`config.mk`:
```
export PLATFORM = sky130hd
export DESIGN_NAME = spi_minion_flat
export DESIGN_NICKNAME = d
export VERILOG_FILES = /design/src/rtl/spi_pkg.sv /design/src/rtl/spi_minion_if.sv /design/src/rtl/spi_minion_sync.sv /design/src/rtl/spi_minion.sv /design/src/flat_wrapper.sv
export SDC_FILE = /design/constraint.sdc
export NUM_CORES = 1
export LEC_CHECK = 0
export BUFFER_PORTS_ARGS = -buffer_cell sky130_fd_sc_hd__buf_4
export CORE_MARGIN = 5
export CORE_UTILIZATION = 25
export CTS_BUF_LIST = sky130_fd_sc_hd__clkbuf_16
export CTS_CLUSTER_SIZE = 25
export DETAILED_ROUTE_END_ITERATION = 8
export PLACE_DENSITY = 0.45
export SLEW_MARGIN = 40
export SYNTH_ARGS = -nofsm -noshare
export SYNTH_HDL_FRONTEND = slang
export SYNTH_SLANG_ARGS = --single-unit
```
`constraint.sdc`:
```
create_clock -name clk -period 3.15 [get_ports clk]
set_clock_uncertainty 0.2 [all_clocks]
set_input_delay 0.1575 -clock clk [delete_from_list [all_inputs] [get_ports clk]]
set_output_delay 0.1575 -clock clk [all_outputs]
set_load 0.01 [all_outputs]
```
`src/rtl/spi_pkg.sv`:
```
// Shared types and constants for the SPI minion and its pin synchronizers.
// Latency: n/a (declarations only).
// Backpressure: n/a.
package spi_pkg;

  // Frame state: IDLE while cs is high, ACTIVE while a frame is in progress.
  typedef enum logic {
    IDLE   = 1'b0,
    ACTIVE = 1'b1
  } state_e;

  // Metastability flops per pin before the edge-detect flop.
  localparam int SYNC_STAGES = 2;

endpackage

```
`src/rtl/spi_minion_if.sv`:
```
// On-chip val/rdy channels of the SPI minion: recv (word to transmit) and send (word received).
// Latency: n/a (wires only).
// Backpressure: recv_rdy / send_rdy carry the usual val/rdy handshake.
interface spi_minion_if
  import spi_pkg::*;
#(
  parameter int nbits = 8
);

  logic [nbits-1:0] recv_msg;
  logic             recv_val;
  logic             recv_rdy;
  logic [nbits-1:0] send_msg;
  logic             send_val;
  logic             send_rdy;

  // Minion side: consumes recv words, produces send words.
  modport slave (
    input  recv_msg,
    input  recv_val,
    output recv_rdy,
    output send_msg,
    output send_val,
    input  send_rdy
  );

  // On-chip client side: produces recv words, consumes send words.
  modport master (
    output recv_msg,
    output recv_val,
    input  recv_rdy,
    input  send_msg,
    input  send_val,
    output send_rdy
  );

endinterface

```
`src/rtl/spi_minion_sync.sv`:
```
// Pin synchronizer: SYNC_STAGES metastability flops plus one edge-detect flop.
// Latency: sync/rise/fall reflect a pin change after SYNC_STAGES clk edges.
// Backpressure: none.
module spi_minion_sync
  import spi_pkg::*;
#(
  parameter logic RESET_VAL = 1'b0
) (
  input  logic clk,
  input  logic reset,
  input  logic din,
  output logic sync,
  output logic rise,
  output logic fall
);

  logic [SYNC_STAGES-1:0] meta_q;
  logic [SYNC_STAGES-1:0] meta_d;
  logic                   edge_q;
  logic                   edge_d;

  // Shift the raw pin into the chain; the edge flop remembers the last synced value.
  always_comb begin
    meta_d = {meta_q[SYNC_STAGES-2:0], din};
    edge_d = meta_q[SYNC_STAGES-1];
  end

  // Reset to the pin's idle level so no edge is reported out of reset
  // unless the pin is actually away from idle.
  always_ff @(posedge clk or negedge reset) begin
    if (!reset) begin
      meta_q <= {SYNC_STAGES{RESET_VAL}};
      edge_q <= RESET_VAL;
    end else begin
      meta_q <= meta_d;
      edge_q <= edge_d;
    end
  end

  assign sync = meta_q[SYNC_STAGES-1];
  assign rise = sync & ~edge_q;
  assign fall = ~sync & edge_q;

endmodule

```
`src/rtl/spi_minion.sv`:
```
// SPI mode-0 minion: oversampled pins, deserialised frames out on send, one-word tx buffer in on recv.
// Latency: send_val 3 clk after cs rises at the pin; miso bit 3 clk after cs/sclk falls at the pin.
// Backpressure: a complete frame arriving while send is stalled is dropped and flagged on overflow.
module spi_minion
  import spi_pkg::*;
#(
  parameter int nbits = 8
) (
  input  logic        clk,
  input  logic        reset,
  input  logic        cs,
  input  logic        sclk,
  input  logic        mosi,
  output logic        miso,
  output logic        overflow,
  spi_minion_if.slave bus
);

  // Counter must reach nbits+1 so long frames stay distinguishable from exact ones.
  localparam int               CNT_W    = $clog2(nbits + 2);
  localparam logic [CNT_W-1:0] CNT_FULL = CNT_W'(nbits);
  localparam logic [CNT_W-1:0] CNT_SAT  = CNT_W'(nbits + 1);

  // Synchronized pins and their edges.
  logic cs_s;
  logic cs_rise;
  logic cs_fall;
  logic sclk_s;
  logic sclk_rise;
  logic sclk_fall;
  logic mosi_s;
  logic mosi_rise;
  logic mosi_fall;

  spi_minion_sync #(.RESET_VAL(1'b1)) u_sync_cs (
    .clk  (clk),
    .reset(reset),
    .din  (cs),
    .sync (cs_s),
    .rise (cs_rise),
    .fall (cs_fall)
  );

  spi_minion_sync #(.RESET_VAL(1'b0)) u_sync_sclk (
    .clk  (clk),
    .reset(reset),
    .din  (sclk),
    .sync (sclk_s),
    .rise (sclk_rise),
    .fall (sclk_fall)
  );

  spi_minion_sync #(.RESET_VAL(1'b0)) u_sync_mosi (
    .clk  (clk),
    .reset(reset),
    .din  (mosi),
    .sync (mosi_s),
    .rise (mosi_rise),
    .fall (mosi_fall)
  );

  // Only the edges of cs/sclk and the level of mosi drive the protocol.
  logic unused_sync;
  assign unused_sync = ^{cs_s, sclk_s, mosi_rise, mosi_fall};

  // Architectural state.
  state_e           state_q,    state_d;
  logic [CNT_W-1:0] bit_cnt_q,  bit_cnt_d;
  logic [nbits-1:0] rx_shift_q, rx_shift_d;
  logic [nbits-1:0] tx_shift_q, tx_shift_d;
  logic [nbits-1:0] tx_buf_q,   tx_buf_d;
  logic             tx_full_q,  tx_full_d;
  logic [nbits-1:0] send_msg_q, send_msg_d;
  logic             send_val_q, send_val_d;
  logic             miso_q,     miso_d;
  logic             overflow_q, overflow_d;

  // Word loaded into the tx shifter at frame start: buffered word, or zeros if none.
  logic [nbits-1:0] load_word;
  logic             recv_fire;
  logic             send_fire;
  logic             frame_ok;

  assign load_word = tx_full_q ? tx_buf_q : '0;
  assign recv_fire = bus.recv_val & ~tx_full_q;
  assign send_fire = send_val_q & bus.send_rdy;
  assign frame_ok  = (bit_cnt_q == CNT_FULL);

  // Next-state logic: frame FSM, shifters, tx buffer fill/drain and send register.
  always_comb begin
    state_d    = state_q;
    bit_cnt_d  = bit_cnt_q;
    rx_shift_d = rx_shift_q;
    tx_shift_d = tx_shift_q;
    tx_buf_d   = tx_buf_q;
    tx_full_d  = tx_full_q;
    send_msg_d = send_msg_q;
    send_val_d = send_val_q;
    miso_d     = miso_q;
    overflow_d = 1'b0;

    // Consumer taking the current word frees the send register.
    if (send_fire) begin
      send_val_d = 1'b0;
    end

    case (state_q)
      IDLE: begin
        // miso is parked low between frames; sclk activity here is ignored.
        miso_d = 1'b0;
        if (cs_fall) begin
          state_d    = ACTIVE;
          tx_shift_d = load_word;
          tx_full_d  = 1'b0;
          bit_cnt_d  = '0;
          miso_d     = load_word[nbits-1];
        end
      end

      ACTIVE: begin
        if (cs_rise) begin
          state_d = IDLE;
          miso_d  = 1'b0;
          // Only exact-length frames are delivered; short/long ones vanish quietly.
          if (frame_ok) begin
            if (!send_val_q || bus.send_rdy) begin
              send_msg_d = rx_shift_q;
              send_val_d = 1'b1;
            end else begin
              overflow_d = 1'b1;
            end
          end
        end else begin
          if (sclk_rise) begin
            rx_shift_d = {rx_shift_q[nbits-2:0], mosi_s};
            if (bit_cnt_q != CNT_SAT) begin
              bit_cnt_d = bit_cnt_q + CNT_W'(1);
            end
          end
          if (sclk_fall) begin
            tx_shift_d = {tx_shift_q[nbits-2:0], 1'b0};
            miso_d     = tx_shift_q[nbits-2];
          end
        end
      end

      default: begin
        state_d = IDLE;
      end
    endcase

    // A recv write in the same cycle as frame start refills the buffer for the
    // next frame, so the set wins over the clear done above.
    if (recv_fire) begin
      tx_buf_d  = bus.recv_msg;
      tx_full_d = 1'b1;
    end
  end

  // State registers, cleared asynchronously.
  always_ff @(posedge clk or negedge reset) begin
    if (!reset) begin
      state_q    <= IDLE;
      bit_cnt_q  <= '0;
      rx_shift_q <= '0;
      tx_shift_q <= '0;
      tx_buf_q   <= '0;
      tx_full_q  <= 1'b0;
      send_msg_q <= '0;
      send_val_q <= 1'b0;
      miso_q     <= 1'b0;
      overflow_q <= 1'b0;
    end else begin
      state_q    <= state_d;
      bit_cnt_q  <= bit_cnt_d;
      rx_shift_q <= rx_shift_d;
      tx_shift_q <= tx_shift_d;
      tx_buf_q   <= tx_buf_d;
      tx_full_q  <= tx_full_d;
      send_msg_q <= send_msg_d;
      send_val_q <= send_val_d;
      miso_q     <= miso_d;
      overflow_q <= overflow_d;
    end
  end

  assign miso         = miso_q;
  assign overflow     = overflow_q;
  assign bus.recv_rdy = ~tx_full_q;
  assign bus.send_msg = send_msg_q;
  assign bus.send_val = send_val_q;

endmodule
```
`src/flat_wrapper.sv`:
```
// flat-port wrapper written by rule: the top's interface ports become plain ports
module spi_minion_flat import spi_pkg::*;
#(
  parameter int nbits = 8
)
  (clk, reset, cs, sclk, mosi, miso, overflow, bus_recv_msg, bus_recv_val, bus_recv_rdy, bus_send_msg, bus_send_val, bus_send_rdy);
  spi_minion_if #(.nbits(nbits)) bus_i ();
  input  logic clk;
  input  logic reset;
  input  logic cs;
  input  logic sclk;
  input  logic mosi;
  output logic miso;
  output logic overflow;
  input wire logic [$bits(bus_i.recv_msg)-1:0] bus_recv_msg;
  input wire logic [$bits(bus_i.recv_val)-1:0] bus_recv_val;
  output wire logic [$bits(bus_i.recv_rdy)-1:0] bus_recv_rdy;
  output wire logic [$bits(bus_i.send_msg)-1:0] bus_send_msg;
  output wire logic [$bits(bus_i.send_val)-1:0] bus_send_val;
  input wire logic [$bits(bus_i.send_rdy)-1:0] bus_send_rdy;
  assign bus_i.recv_msg = bus_recv_msg;
  assign bus_i.recv_val = bus_recv_val;
  assign bus_recv_rdy = bus_i.recv_rdy;
  assign bus_send_msg = bus_i.send_msg;
  assign bus_send_val = bus_i.send_val;
  assign bus_i.send_rdy = bus_send_rdy;
  spi_minion #(.nbits(nbits)) u_core (.clk(clk), .reset(reset), .cs(cs), .sclk(sclk), .mosi(mosi), .miso(miso), .overflow(overflow), .bus(bus_i));
endmodule
```
==> results.md, run 1 <==
Timing:
- After layout, the worst path uses 69.6% of the clock period.
- Setup violations remaining at the end of the flow were counted as 0.
- Setup repair after global routing left no endpoint under its margin.
- The accumulated negative setup slack is 0 ns.
- The hold violation total from the final report was 0.
- The maximum achievable frequency is 0.456 GHz.
- The slew at the pin closest to its max-slew limit is 0.747 ns.
- The max-slew violation count is 0.
- The final critical path time including I/O delays and setup is 2.19 ns.
- The worst hold margin is 0.148 ns.
- The normalized max-slew margin is 50.1%.
- The post-layout worst setup margin is 0.958 ns.

Yosys:
- In the synthesized netlist the dominant register cell turns out to be dfrtp_1.
- Yosys attributes the largest share of cell area to dfrtp_1, mux2_2, dfstp_2.
- The number of nets handed over by synthesis was 165.
- The share of the synthesized area in the top cell type is 58.1%.
- The count of cell types in the netlist is 35.
- The Yosys step of the flow raised 0 warnings.
- The sequential area share after synthesis is 62.1%.
- The mean post-synth cell area is 13.2 sq um.
- In the synthesized netlist, the number of instances is 147.
- The cell area after synthesis is 1940 sq um.
- Counting flops with a built-in enable in the synthesized netlist gives 0.
- The synthesized design contains 48 register bits.
- The largest area contributor in the netlist is dfrtp_1.
- Counting flops with an async set or reset pin after synthesis yields a share of 100%.

Floorplanning:
- The die area is 9620 sq um.
- The die is 98.1 um tall.
- The row count is 32.
- The floorplan step set the die width to 98.1 um.
- The starting density of the core is 25.4%.
- The placeable core region is 7650 sq um.
- The top-level port count is 27.

Clocking:
- The TritonCTS sink count is 48.
- The tree is rooted in a clkbuf_16.
- The count of H-tree levels built during CTS is 2.
- After clock tree synthesis, the clock-pin slew on the worst setup and hold paths is 0.06 ns.
- After clock tree synthesis, the setup repair step added 0 buffers.
- The TritonCTS buffer count is 5.
- The CTS tree is done.
- The source-to-sink clock delay at the later pin of the worst-skew pair is 0.28 ns.
- The maximum number of buffers from clock root to sink is 2.

Worst setup path:
- The slack of the worst reg-to-reg path is 0.96 ns.
- Data on the critical path is required at its endpoint by 3.12 ns.
- Following the worst setup path forward leads to its endpoint at u_core.bus.send_msg[7].
- STA classifies the critical path endpoint as a flip-flop.
- The length in cells of the worst reg-to-reg path is 6.
- The start point of the critical path is u_core.bit_cnt_q[1].
- The origin of the critical flop-to-flop path is u_core.bit_cnt_q[1].
- The worst setup path is launched from a flip-flop.
- Data on the critical path arrives at its endpoint at 2.16 ns.
- The critical path is of the flip-flop to flip-flop type.
- The worst register-to-register path ends at u_core.bus.send_msg[7].
- Of all nets on the critical path, the largest fanout is 8.

Detailed routing:
- The wire length per cell is 12.0 um.
- The DRC marker count from the first detailed-route iteration is 49.
- Dividing the detail-routed via count by the number of cells gives 4.21.
- The post-route DRC violation count is 0.
- The number of vias in the routed layout is 1230.
- Wires add up to 3.52 mm.
- The first detailed-routing pass took 4 iterations.
- The detail route stage leaves a number of antenna-violating nets equal to 0.

Global route:
- The via count of the first global-routing pass was 1239.
- The number of antenna violations at the first check in global routing is 0.
- The total overflow left after global routing is 0.
- The first global-routing pass estimated 6.10 mm of wire.
- For this run, the total global-route usage over all layers was measured as 7.96%.
- The maximum number of pins on one net before global-route repair is 49.

Status:
- The flow ran to the end, and the final reports show no timing, DRC or antenna violations.

Power:
- For this design the ratio of total power to cell area is 672 nW/um^2.
- The total leakage power is 1.15 nW.
- Per report_power, the combinational group accounts for 18.5% of the total.
- In this run switching power makes up 26.3% of total power.
- The portion of total power attributed to sequential cells is 51.6%.
- Summed over all nets, the switching power comes to 0.443 mW.
- The largest voltage drop on the vdd net is 0.236 mV.
- The internal power is 1.24 mW.
- Of the total power, the clock network draws 29.9%.

Cells and area:
- The top cell types in the final layout, fill and taps aside, are dfrtp_1, buf_4, mux2_2, nand2_1, dlygate4sd3_1.
- The layout cell share with drive strength beyond 1 is 36.3%.
- The count of antenna diodes in the layout is 0.
- From synthesis to final layout, the design area changed by 29.4%.
- The cell area after layout is 2510 sq um.
- In the final design database the tool counted 208 nets.
- The most common cell after layout, fill and taps aside is dfrtp_1.

Place:
- The area after detailed placement is 2240 sq um.
- Detailed placement ended at an HPWL of 2.36 mm.
- The placer's final routability congestion estimate is 0.705.
- At the placement stage, the worst setup path has a slack of 0.951 ns.
- Buffers placed on the I/O ports in this run total 26.

Worst hold path:
- The path class of the tightest hold or removal check is flip-flop to flip-flop.

Job:
- The tool flagged a number of max-cap violations equal to 0.
-- what timing repair did --
action | in CTS | in global routing
endpoints found under the hold margin | 57 | 0
hold buffers | 13 | 0
endpoints found under the setup margin | 0 | 0
resized for setup | 0 | 0
-- power groups by stage --
stage | clock network (mW) | registers [mW] | logic [mW]
after CTS | 0.523 | 0.872 | 0.318
final | 0.503 | 0.869 | 0.312
after detailed placement | 0 | 0.881 | 0.305
after global routing | 0.548 | 0.894 | 0.358
after global placement | 0 | 0.885 | 0.304
after floorplan | 0 | 0.851 | 0.230
-- area by class of cell --
cell class | count | area [sq um]
Clock inverter | 2 | 12.5
Clock buffer | 5 | 125
Inverter | 4 | 15.0
Timing Repair Buffer | 41 | 340
Tap cell | 102 | 128
Fill cell | 749 | 5140
Sequential cell | 48 | 1200
Multi-Input combinational cell | 90 | 683
-- state kept, by name (all words and copies together) (netlist names), 2 cells and up --
register	flops
u_core.u_sync_cs.meta_q	2
u_core.tx_shift_q	7
u_core.u_sync_sclk.meta_q	2
u_core.bit_cnt_q	4
u_core.u_sync_mosi.meta_q	2
u_core.tx_buf_q	8
u_core.rx_shift_q	8
u_core.bus.send_msg	8
-- cell usage after synthesis (all sizes together) (2+ instances only) --
master	instances
a21oi	4
a22oi	5
and2b	2
clkbuf	4
dfrtp	45
dfstp	3
ha	3
inv	4
mux2	24
nand2	15
nand2b	3
nand3	2
nor2	5
nor2b	5
o21ai	8
-- cells by family (layout without fill, tap and decap cells) --
family	count (synthesis)	in the layout	synth area share [%]
AOI/OAI and AO/OA	24	24	8.32
and+or+nand+nor	39	39	11.0
muxes	24	24	13.9
DFF	48	48	62.1
adders and majority gates	3	3	1.94
buffers and inverters	9	52	2.64
-- per-layer routing --
layer / part of all wire [%] / up-vias / global-route usage [%]
met3: 5.1 / 5 / 3.00
met5: 0 / - / 0
met1: 49 / 601 / 10.7
met2: 44 / 23 / 11.4
met4: 1.8 / 0 / 3.51
li1: - / 601 / -
-- through the flow --
| step | std cells | power (mW) | util (%) |
|---|---|---|---|
| global placement | 272 | 1.19 | 29.3 |
| global route | 292 | 1.80 | 32.8 |
| detailed placement | 272 | 1.19 | 29.3 |
| CTS | 292 | 1.71 | 32.8 |
| finish | 292 | 1.69 | 32.8 |
| floorplan | 147 | 1.08 | - |
-- worst max-delay path: stages, from the launching register on --
cell     delay, ns
dfrtp_1       0.40
inv_1         0.11
ha_1          0.15
nand2_1       0.05
or3b_4        0.39
nor2b_2       0.39
mux2_2        0.39
-- worst min-delay path by stage --
stage                                 startpoint                           end  slack [ns]  cells past startpoint
CTS                 u_core.u_sync_sclk.meta_q[0]  u_core.u_sync_sclk.meta_q[1]        0.15                      0
detailed placement                         reset            u_core.tx_buf_q[0]        0.02                      1
finish              u_core.u_sync_mosi.meta_q[0]  u_core.u_sync_mosi.meta_q[1]        0.15                      0
global route        u_core.u_sync_mosi.meta_q[0]  u_core.u_sync_mosi.meta_q[1]        0.16                      0
global placement                           reset            u_core.tx_buf_q[4]        0.03                      1
floorplan                                  reset           u_core.bit_cnt_q[0]       -0.34                      0
Power figures use the tool's default switching activity.
==> run 2, diff against run 1 <==
Settings changed: ABC_AREA set to 1, PLACE_DENSITY 0.45 to 0.47.
Clock period 3.15 ns to 2 ns, I/O delays scaled along.
==> results.md, run 2 <==
Worst setup path:
- The largest delay contributor family on the critical path is simple AND/OR/NAND/NOR gates (unchanged).
- The kind of start point of the critical path is a flip-flop (unchanged).
- The length in cells of the worst reg-to-reg path is 7 (was 6).
- The capturing element type of the critical path is a flip-flop (unchanged).
- The worst reg2reg path endpoint is u_core.bus.send_msg[5] (was u_core.bus.send_msg[7]).
- The biggest fanout along the worst timing path was 15 (was 8).
- Cell-by-cell listing of the critical path: inv_1, ha_1, nand3_1, nor2_1, nand2_2, nand2_1, o21ai_2 (was inv_1, ha_1, nand2_1, or3b_4, nor2b_2, mux2_2).
- The combined buffer and inverter count along the critical path was 1 (unchanged).
- The slack of the worst reg-to-reg path is 0.30 ns (was 0.96 ns).
- The type of the setup path with the least slack is flip-flop to flip-flop (unchanged).
- The endpoint required time on the critical path is 1.97 ns (was 3.12 ns).
- The start point of the critical path is u_core.bit_cnt_q[0] (was u_core.bit_cnt_q[1]).
- The data arrival time of the critical path came to 1.68 ns (was 2.16 ns).
- The origin of the critical flop-to-flop path is u_core.bit_cnt_q[0] (was u_core.bit_cnt_q[1]).
- The slowest library cell on the worst path is dfrtp_1 (unchanged).
- The maximum single-stage delay on the critical path is 0.45 ns (was 0.40 ns).

Clocking:
- The TritonCTS buffer count is 5 (unchanged).
- The master cell of the clock root buffer was clkbuf_16 (unchanged).
- The number of setup buffers added after CTS was 0 (unchanged).
- The CTS tree is done (unchanged).
- The source-to-sink clock delay at the later pin of the worst-skew pair is 0.29 ns (was 0.28 ns).
- The clock transition at the register clock pins on the worst setup and hold paths after CTS is 0.07 ns (was 0.06 ns).
- The count of H-tree levels built during CTS is 2 (unchanged).
- The maximum number of buffers from clock root to sink is 2 (unchanged).
- The TritonCTS sink count was 48 (unchanged).

Worst hold path:
- The worst min-delay path category is flip-flop to flip-flop (unchanged).
- The sink of the worst hold path is u_core.u_sync_sclk.meta_q[1] (was u_core.u_sync_mosi.meta_q[1]).
- The worst min-delay path startpoint was u_core.u_sync_sclk.meta_q[0] (was u_core.u_sync_mosi.meta_q[0]).
- The number of cells on the worst hold path is 0 (unchanged).

Timing:
- The slew at the pin closest to its max-slew limit is 0.601 ns (was 0.747 ns).
- The normalized max-slew margin is 59.9% (was 50.1%).
- The post-layout worst setup margin is 0.296 ns (was 0.958 ns).
- The accumulated negative setup slack is 0 ns (unchanged).
- The final count of negative-setup-slack endpoints is 0 (unchanged).
- The maximum achievable frequency is 0.587 GHz (was 0.456 GHz).
- The worst hold margin is 0.148 ns (about the same).
- The hold violation total from the final report is 0 (unchanged).
- The post-route fraction of the period consumed by the critical path came to 85.2% (was 69.6%).
- RSZ-0062 raised after global routing: no (unchanged).
- The final critical path time including I/O delays and setup is 1.70 ns (was 2.19 ns).
- The max-slew violation count is 0 (unchanged).

Yosys:
- The count of cell types in the netlist is 21 (was 35).
- The largest area contributor in the netlist is dfrtp_1 (unchanged).
- The post-synthesis async set-or-reset flop share is 100% (unchanged).
- The warning count from the yosys run is 0 (unchanged).
- The number of enable flip-flop cells after synthesis was 0 (unchanged).
- The cell count after synthesis is 194 (was 147).
- The prevailing post-synth register cell is dfrtp_1 (unchanged).
- The share of the synthesized area in the top cell type is 56.6% (was 58.1%).
- Ranking of synthesized cells by instance count: nand2_1, dfrtp_1, inv_1, o21ai_0, nor2_1 (was dfrtp_1, mux2_2, nand2_1, o21ai_0).
- Cells taking the most area after synthesis: dfrtp_1, nand2_1, mux2_2 (was dfrtp_1, mux2_2, dfstp_2).
- The cell area after synthesis is 1990 sq um (was 1940 sq um).
- The mean post-synth cell area is 10.2 sq um (was 13.2 sq um).
- The flip-flop and latch count after synthesis is 48 (unchanged).
- The library cell with the highest instance count after synthesis is nand2_1 (was dfrtp_1).
- The sequential area share after synthesis was 60.6% (was 62.1%).
- The number of nets produced by synthesis came to 212 (was 165).

Place:
- The port buffer count is 26 (unchanged).
- The total placed cells including tap cells came to 320 (was 272).
- The total half-perimeter wirelength after legalization and detailed placement is 2.50 mm (was 2.36 mm).
- The worst setup timing slack at the placement stage was 0.275 ns (was 0.951 ns).
- The placer's final routability congestion estimate was 0.787 (was 0.705).
- The area after detailed placement is 2280 sq um (was 2240 sq um).

Cells and area:
- The filler cell count in the final layout was 780 (was 749).
- The count of antenna diodes in the layout is 0 (unchanged).
- The core occupancy in the finished layout came to 33.3% (was 32.8%).
- The final non-filler cell total came to 342 (was 292).
- The post-layout net count is 257 (was 208).
- The sequential cell area is 1200 sq um (unchanged).
- The multi-input combinational cell area is 659 sq um (was 683 sq um).
- The cell area after layout is 2570 sq um (was 2510 sq um).
- The most common cell after layout, fill and taps aside is nand2_1 (was dfrtp_1).
- The area growth from synthesis to layout came to 29.3% (was 29.4%).
- Commonest cells after routing, fill and taps aside: nand2_1, dfrtp_1, buf_4, inv_1, dlygate4sd3_1 (was dfrtp_1, buf_4, mux2_2, nand2_1, dlygate4sd3_1).
- The layout cell share with drive strength beyond 1 is 25.0% (was 36.3%).

Power:
- The internal power is 1.85 mW (was 1.24 mW).
- The largest voltage drop on the vdd net came to 0.393 mV (was 0.236 mV).
- The portion of total power attributed to sequential cells came to 50.5% (was 51.6%).
- The sum of internal, switching and leakage power was 2.57 mW (was 1.69 mW).
- The total power density per cell area is 1000 nW/um^2 (was 672 nW/um^2).
- The clock share of power is 32.1% (was 29.9%).
- The total leakage power is 1.24 nW (was 1.15 nW).
- The combinational power share is 17.4% (was 18.5%).
- The power spent charging and discharging nets is 0.724 mW (was 0.443 mW).
- The net switching share of the total power is 28.2% (was 26.3%).

Floorplanning:
- The placeable core region is 7730 sq um (was 7650 sq um).
- The starting density of the core is 25.7% (was 25.4%).
- The top-level port count is 27 (unchanged).
- The die boundary width came to 99.2 um (was 98.1 um).
- The die area is 9840 sq um (was 9620 sq um).
- The overall die height is 99.2 um (was 98.1 um).
- The row count is 32 (unchanged).

Detailed routing:
- The via count normalized by instance count was 4.05 (was 4.21).
- The wire length per cell was 10.5 um (was 12.0 um).
- The post-route DRC violation count is 0 (unchanged).
- The DRC marker count from the first detailed-route iteration is 44 (was 49).
- The number of vias in the routed layout is 1386 (was 1230).
- The wire length after detailed routing was 3.58 mm (was 3.52 mm).
- The number of iterations in the first detailed-routing pass is 4 (unchanged).
- The remaining antenna violation count after routing came to 0 (unchanged).

Status:
- Run status: complete, no violations (unchanged).

Global route:
- The wire length of the first global-routing pass was 6.20 mm (was 6.10 mm).
- The global-route total usage across every layer is 7.73% (was 7.96%).
- The global route total overflow came to 0 (unchanged).
- The via count of the first global-routing pass is 1361 (was 1239).
- The number of antenna violations at the first check in global routing is 0 (unchanged).
- The maximum number of pins on one net before global-route repair came to 49 (unchanged).

Job:
- The max capacitance violation total is 0 (unchanged).
-- run 2: cell count changes in the layout (fill, tap and decap cells not counted), sizes merged, moves of 2 or more --
cell,change
nor2b,-5
nand3,+5
inv,+19
and2b,-2
o21ai,+15
mux2,-16
nand2b,-3
nand2,+38
nor2,+7
-- run 2: repair_timing --
item / in CTS / in global routing
hold buffers: 14 / 0
resized for setup: 0 / 0
endpoints found under the hold margin: 59 / 0
-- run 2: cell families after synthesis --
kind of cell	count (synthesis)	share of synthesized area (%)
adders and majority gates	3	1.89
DFF	48	60.6
and+or+nand+nor	76	16.2
buffers and inverters	26	6.23
muxes	8	4.53
xor gates and xnor gates	1	0.441
AOI/OAI and AO/OA	32	10.1
-- run 2: worst register-to-register path, cell delays in order, from the launching register on --
cell and delay (ns):
dfrtp_1 0.45, inv_1 0.09, ha_1 0.17, nand3_1 0.08, nor2_1 0.16, nand2_2 0.24, nand2_1 0.15, o21ai_2 0.06
-- run 2: how the worst max path moves through the flow --
stage,end,slack (ns),depth (start not counted)
floorplan,u_core.bus.send_msg[5],0.48,8
global placement,u_core.bus.send_msg[5],0.27,7
detailed placement,u_core.bus.send_msg[5],0.27,7
CTS,u_core.bus.send_msg[5],0.26,7
global route,u_core.bus.send_msg[5],0.12,7
finish,u_core.bus.send_msg[5],0.30,7
-- run 2: power by group through the flow --
stage | logic, mW | clock network (mW) | registers (mW)
4_1_cts | 0.461 | 0.855 | 1.30
3_3_place_gp | 0.432 | 0 | 1.32
3_5_place_dp | 0.440 | 0 | 1.32
2_1_floorplan | 0.328 | 0 | 1.28
6_report | 0.447 | 0.825 | 1.30
5_1_grt | 0.521 | 0.884 | 1.33
-- run 2: layer usage --
layer	up-vias	global-route usage, %	part of all wire, %
li1	710	-	-
met1	644	9.93	47
met2	27	12.1	46
met3	5	2.03	4.6
met4	0	3.78	2.2
met5	-	0	0
-- run 2: final cells by class --
type,count,share of cell area (%)
flip-flops and latches,48,46.9
clock inverters,3,0.827
repair buffers,42,13.6
multi-input cells,120,25.6
clock buffers,5,4.87
inverters,22,3.21
well taps,102,4.96
==> run 3, diff against run 2 <==
Settings changed: REMOVE_ABC_BUFFERS set to 1.
==> results.md, run 3 (synthesis gave the netlist of run 2 again) <==
Timing:
- The normalized max-slew margin is 59.7% (was 59.9%).
- The final critical path time including I/O delays and setup is 1.72 ns (was 1.70 ns).
- RSZ-0062 raised after global routing: no (unchanged).
- The maximum achievable frequency is 0.582 GHz (was 0.587 GHz).
- The final count of negative-setup-slack endpoints was 0 (unchanged).
- The slew at the pin closest to its max-slew limit is 0.605 ns (was 0.601 ns).
- The hold violation total from the final report is 0 (unchanged).
- The accumulated negative setup slack is 0 ns (unchanged).
- The max-slew violation count is 0 (unchanged).
- The worst hold margin was 0.152 ns (was 0.148 ns).
- The post-route fraction of the period consumed by the critical path was 85.8% (was 85.2%).

Clocking:
- The TritonCTS buffer count is 5 (unchanged).
- The clock transition at the register clock pins on the worst setup and hold paths after CTS was 0.06 ns (was 0.07 ns).
- The source-to-sink clock delay at the later pin of the worst-skew pair came to 0.28 ns (was 0.29 ns).
- The maximum number of buffers from clock root to sink is 2 (unchanged).
- The TritonCTS sink count is 48 (unchanged).
- The master cell of the clock root buffer is clkbuf_16 (unchanged).
- The CTS tree was done (unchanged).
- The count of H-tree levels built during CTS came to 2 (unchanged).

Cells and area:
- The count of antenna diodes in the layout was 0 (unchanged).
- The most common cell after layout, fill and taps aside is nand2_1 (unchanged).
- The area growth from synthesis to layout is 30.1% (was 29.3%).
- The final non-filler cell total is 342 (unchanged).
- Commonest cells after routing, fill and taps aside: nand2_1, dfrtp_1, buf_4, inv_1, dlygate4sd3_1 (unchanged).
- The post-layout net count is 257 (unchanged).
- The layout cell share with drive strength beyond 1 was 24.2% (was 25.0%).

Worst setup path:
- Cell-by-cell listing of the critical path: inv_1, ha_1, nand3_1, nor2_1, nand2_2, nand2_1, o21ai_2 (unchanged).
- The critical path depth in cells came to 7 (unchanged).
- The length in cells of the worst reg-to-reg path is 7 (unchanged).
- The worst reg2reg path endpoint is u_core.bus.send_msg[2] (was u_core.bus.send_msg[5]).
- The origin of the critical flop-to-flop path is u_core.bit_cnt_q[0] (unchanged).
- The biggest fanout along the worst timing path is 15 (unchanged).
- The data arrival time of the critical path is 1.68 ns (about the same).
- The endpoint required time on the critical path was 1.96 ns (was 1.97 ns).
- The maximum single-stage delay on the critical path was 0.45 ns (about the same).
- The largest delay contributor family on the critical path is simple AND/OR/NAND/NOR gates (unchanged).
- The kind of start point of the critical path is a flip-flop (unchanged).
- The slack of the worst reg-to-reg path is 0.28 ns (was 0.30 ns).
- The critical path endpoint is u_core.bus.send_msg[2] (was u_core.bus.send_msg[5]).
- The type of the setup path with the least slack is flip-flop to flip-flop (unchanged).
- The combined buffer and inverter count along the critical path came to 1 (unchanged).
- The start point of the critical path is u_core.bit_cnt_q[0] (unchanged).
- The capturing element type of the critical path is a flip-flop (unchanged).
- The slowest library cell on the worst path is dfrtp_1 (unchanged).

Global route:
- The global route total overflow is 0 (unchanged).
- The via count of the first global-routing pass is 1407 (was 1361).
- The maximum number of pins on one net before global-route repair is 49 (unchanged).
- The wire length of the first global-routing pass is 6.58 mm (was 6.20 mm).
- The global-route total usage across every layer was 8.29% (was 7.73%).
- The number of antenna violations at the first check in global routing is 0 (unchanged).

Floorplanning:
- The top-level port count is 27 (unchanged).
- The placeable core region came to 7730 sq um (unchanged).
- The starting density of the core is 25.7% (unchanged).
- The overall die height is 99.2 um (unchanged).
- The row count is 32 (unchanged).
- The die area is 9840 sq um (unchanged).
- The die boundary width is 99.2 um (unchanged).

Detailed routing:
- The wire length per cell was 10.5 um (about the same).
- The post-route DRC violation count is 0 (unchanged).
- The number of vias in the routed layout is 1379 (was 1386).
- The number of iterations in the first detailed-routing pass is 4 (unchanged).
- The via count normalized by instance count is 4.03 (was 4.05).
- The remaining antenna violation count after routing is 0 (unchanged).
- The wire length after detailed routing came to 3.59 mm (was 3.58 mm).
- The DRC marker count from the first detailed-route iteration is 35 (was 44).

Power:
- The largest voltage drop on the vdd net is 0.483 mV (was 0.393 mV).
- The total power density per cell area is 1030 nW/um^2 (was 1000 nW/um^2).
- The total leakage power was 1.26 nW (was 1.24 nW).

Place:
- The total half-perimeter wirelength after legalization and detailed placement was 2.46 mm (was 2.50 mm).
- The placer's final routability congestion estimate was 0.776 (was 0.787).
- The port buffer count came to 26 (unchanged).
- The total placed cells including tap cells is 320 (unchanged).

Worst hold path:
- The worst min-delay path startpoint is u_core.u_sync_sclk.meta_q[0] (unchanged).
- The worst min-delay path category is flip-flop to flip-flop (unchanged).

Status:
- Run status: complete, no violations (unchanged).

Job:
- The max capacitance violation total was 0 (unchanged).
[run 3: final cells by class]
cell class,instances,area (sq um)
repair buffers,42,350
clock buffers,5,125
clock inverters,3,37.5
flip-flops and latches,48,1200
well taps,102,128
multi-input cells,120,659
inverters,22,82.6
fillers,803,5140
[run 3: worst min path at each step]
stage                     slack [ns]  cells past startpoint                           end
final                           0.15                      0  u_core.u_sync_sclk.meta_q[1]
after global routing            0.17                      0    u_core.u_sync_cs.meta_q[1]
after CTS                       0.15                      0  u_core.u_sync_sclk.meta_q[1]
after detailed placement       -0.04                      1        u_core.bus.send_msg[5]
after global placement         -0.04                      1        u_core.bus.send_msg[5]
after floorplan                -0.40                      0           u_core.bit_cnt_q[0]
[run 3: stage by stage]
step	setup WS (ns)	utilization (%)	area [sq um]	total power, mW
final	0.283	33.5	2590	2.67
after CTS	0.264	33.5	2590	2.72
after global routing	0.113	33.5	2590	2.87
after global placement	0.291	29.6	2280	1.75
after detailed placement	0.289	29.6	2280	1.76
after floorplan	0.478	-	1950	1.60
[run 3: report_power, final]
group,leakage [nW],internal (mW),switching [mW]
Combinational,0.562,0.215,0.231
Sequential,0.607,1.17,0.131
Clock,0.0864,0.581,0.343
[run 3: timing repair]
action | 4_1_cts | 5_1_grt
hold endpoints to repair | 59 | 0
setup buffers | 0 | 0
gates resized for setup | 0 | 0
hold buffers | 14 | 0
[run 3: metal layers]
layer  routed length (um)  share of wire [%]  global-route usage [%]  vias up
li1                     -                  -                       -      715
met5                    0                  0                       0        -
met1                 1770                 49                    10.9      637
met3                  136                3.8                    2.24        5
met2                 1590                 44                    12.8       22
met4                   87                2.4                    3.78        0
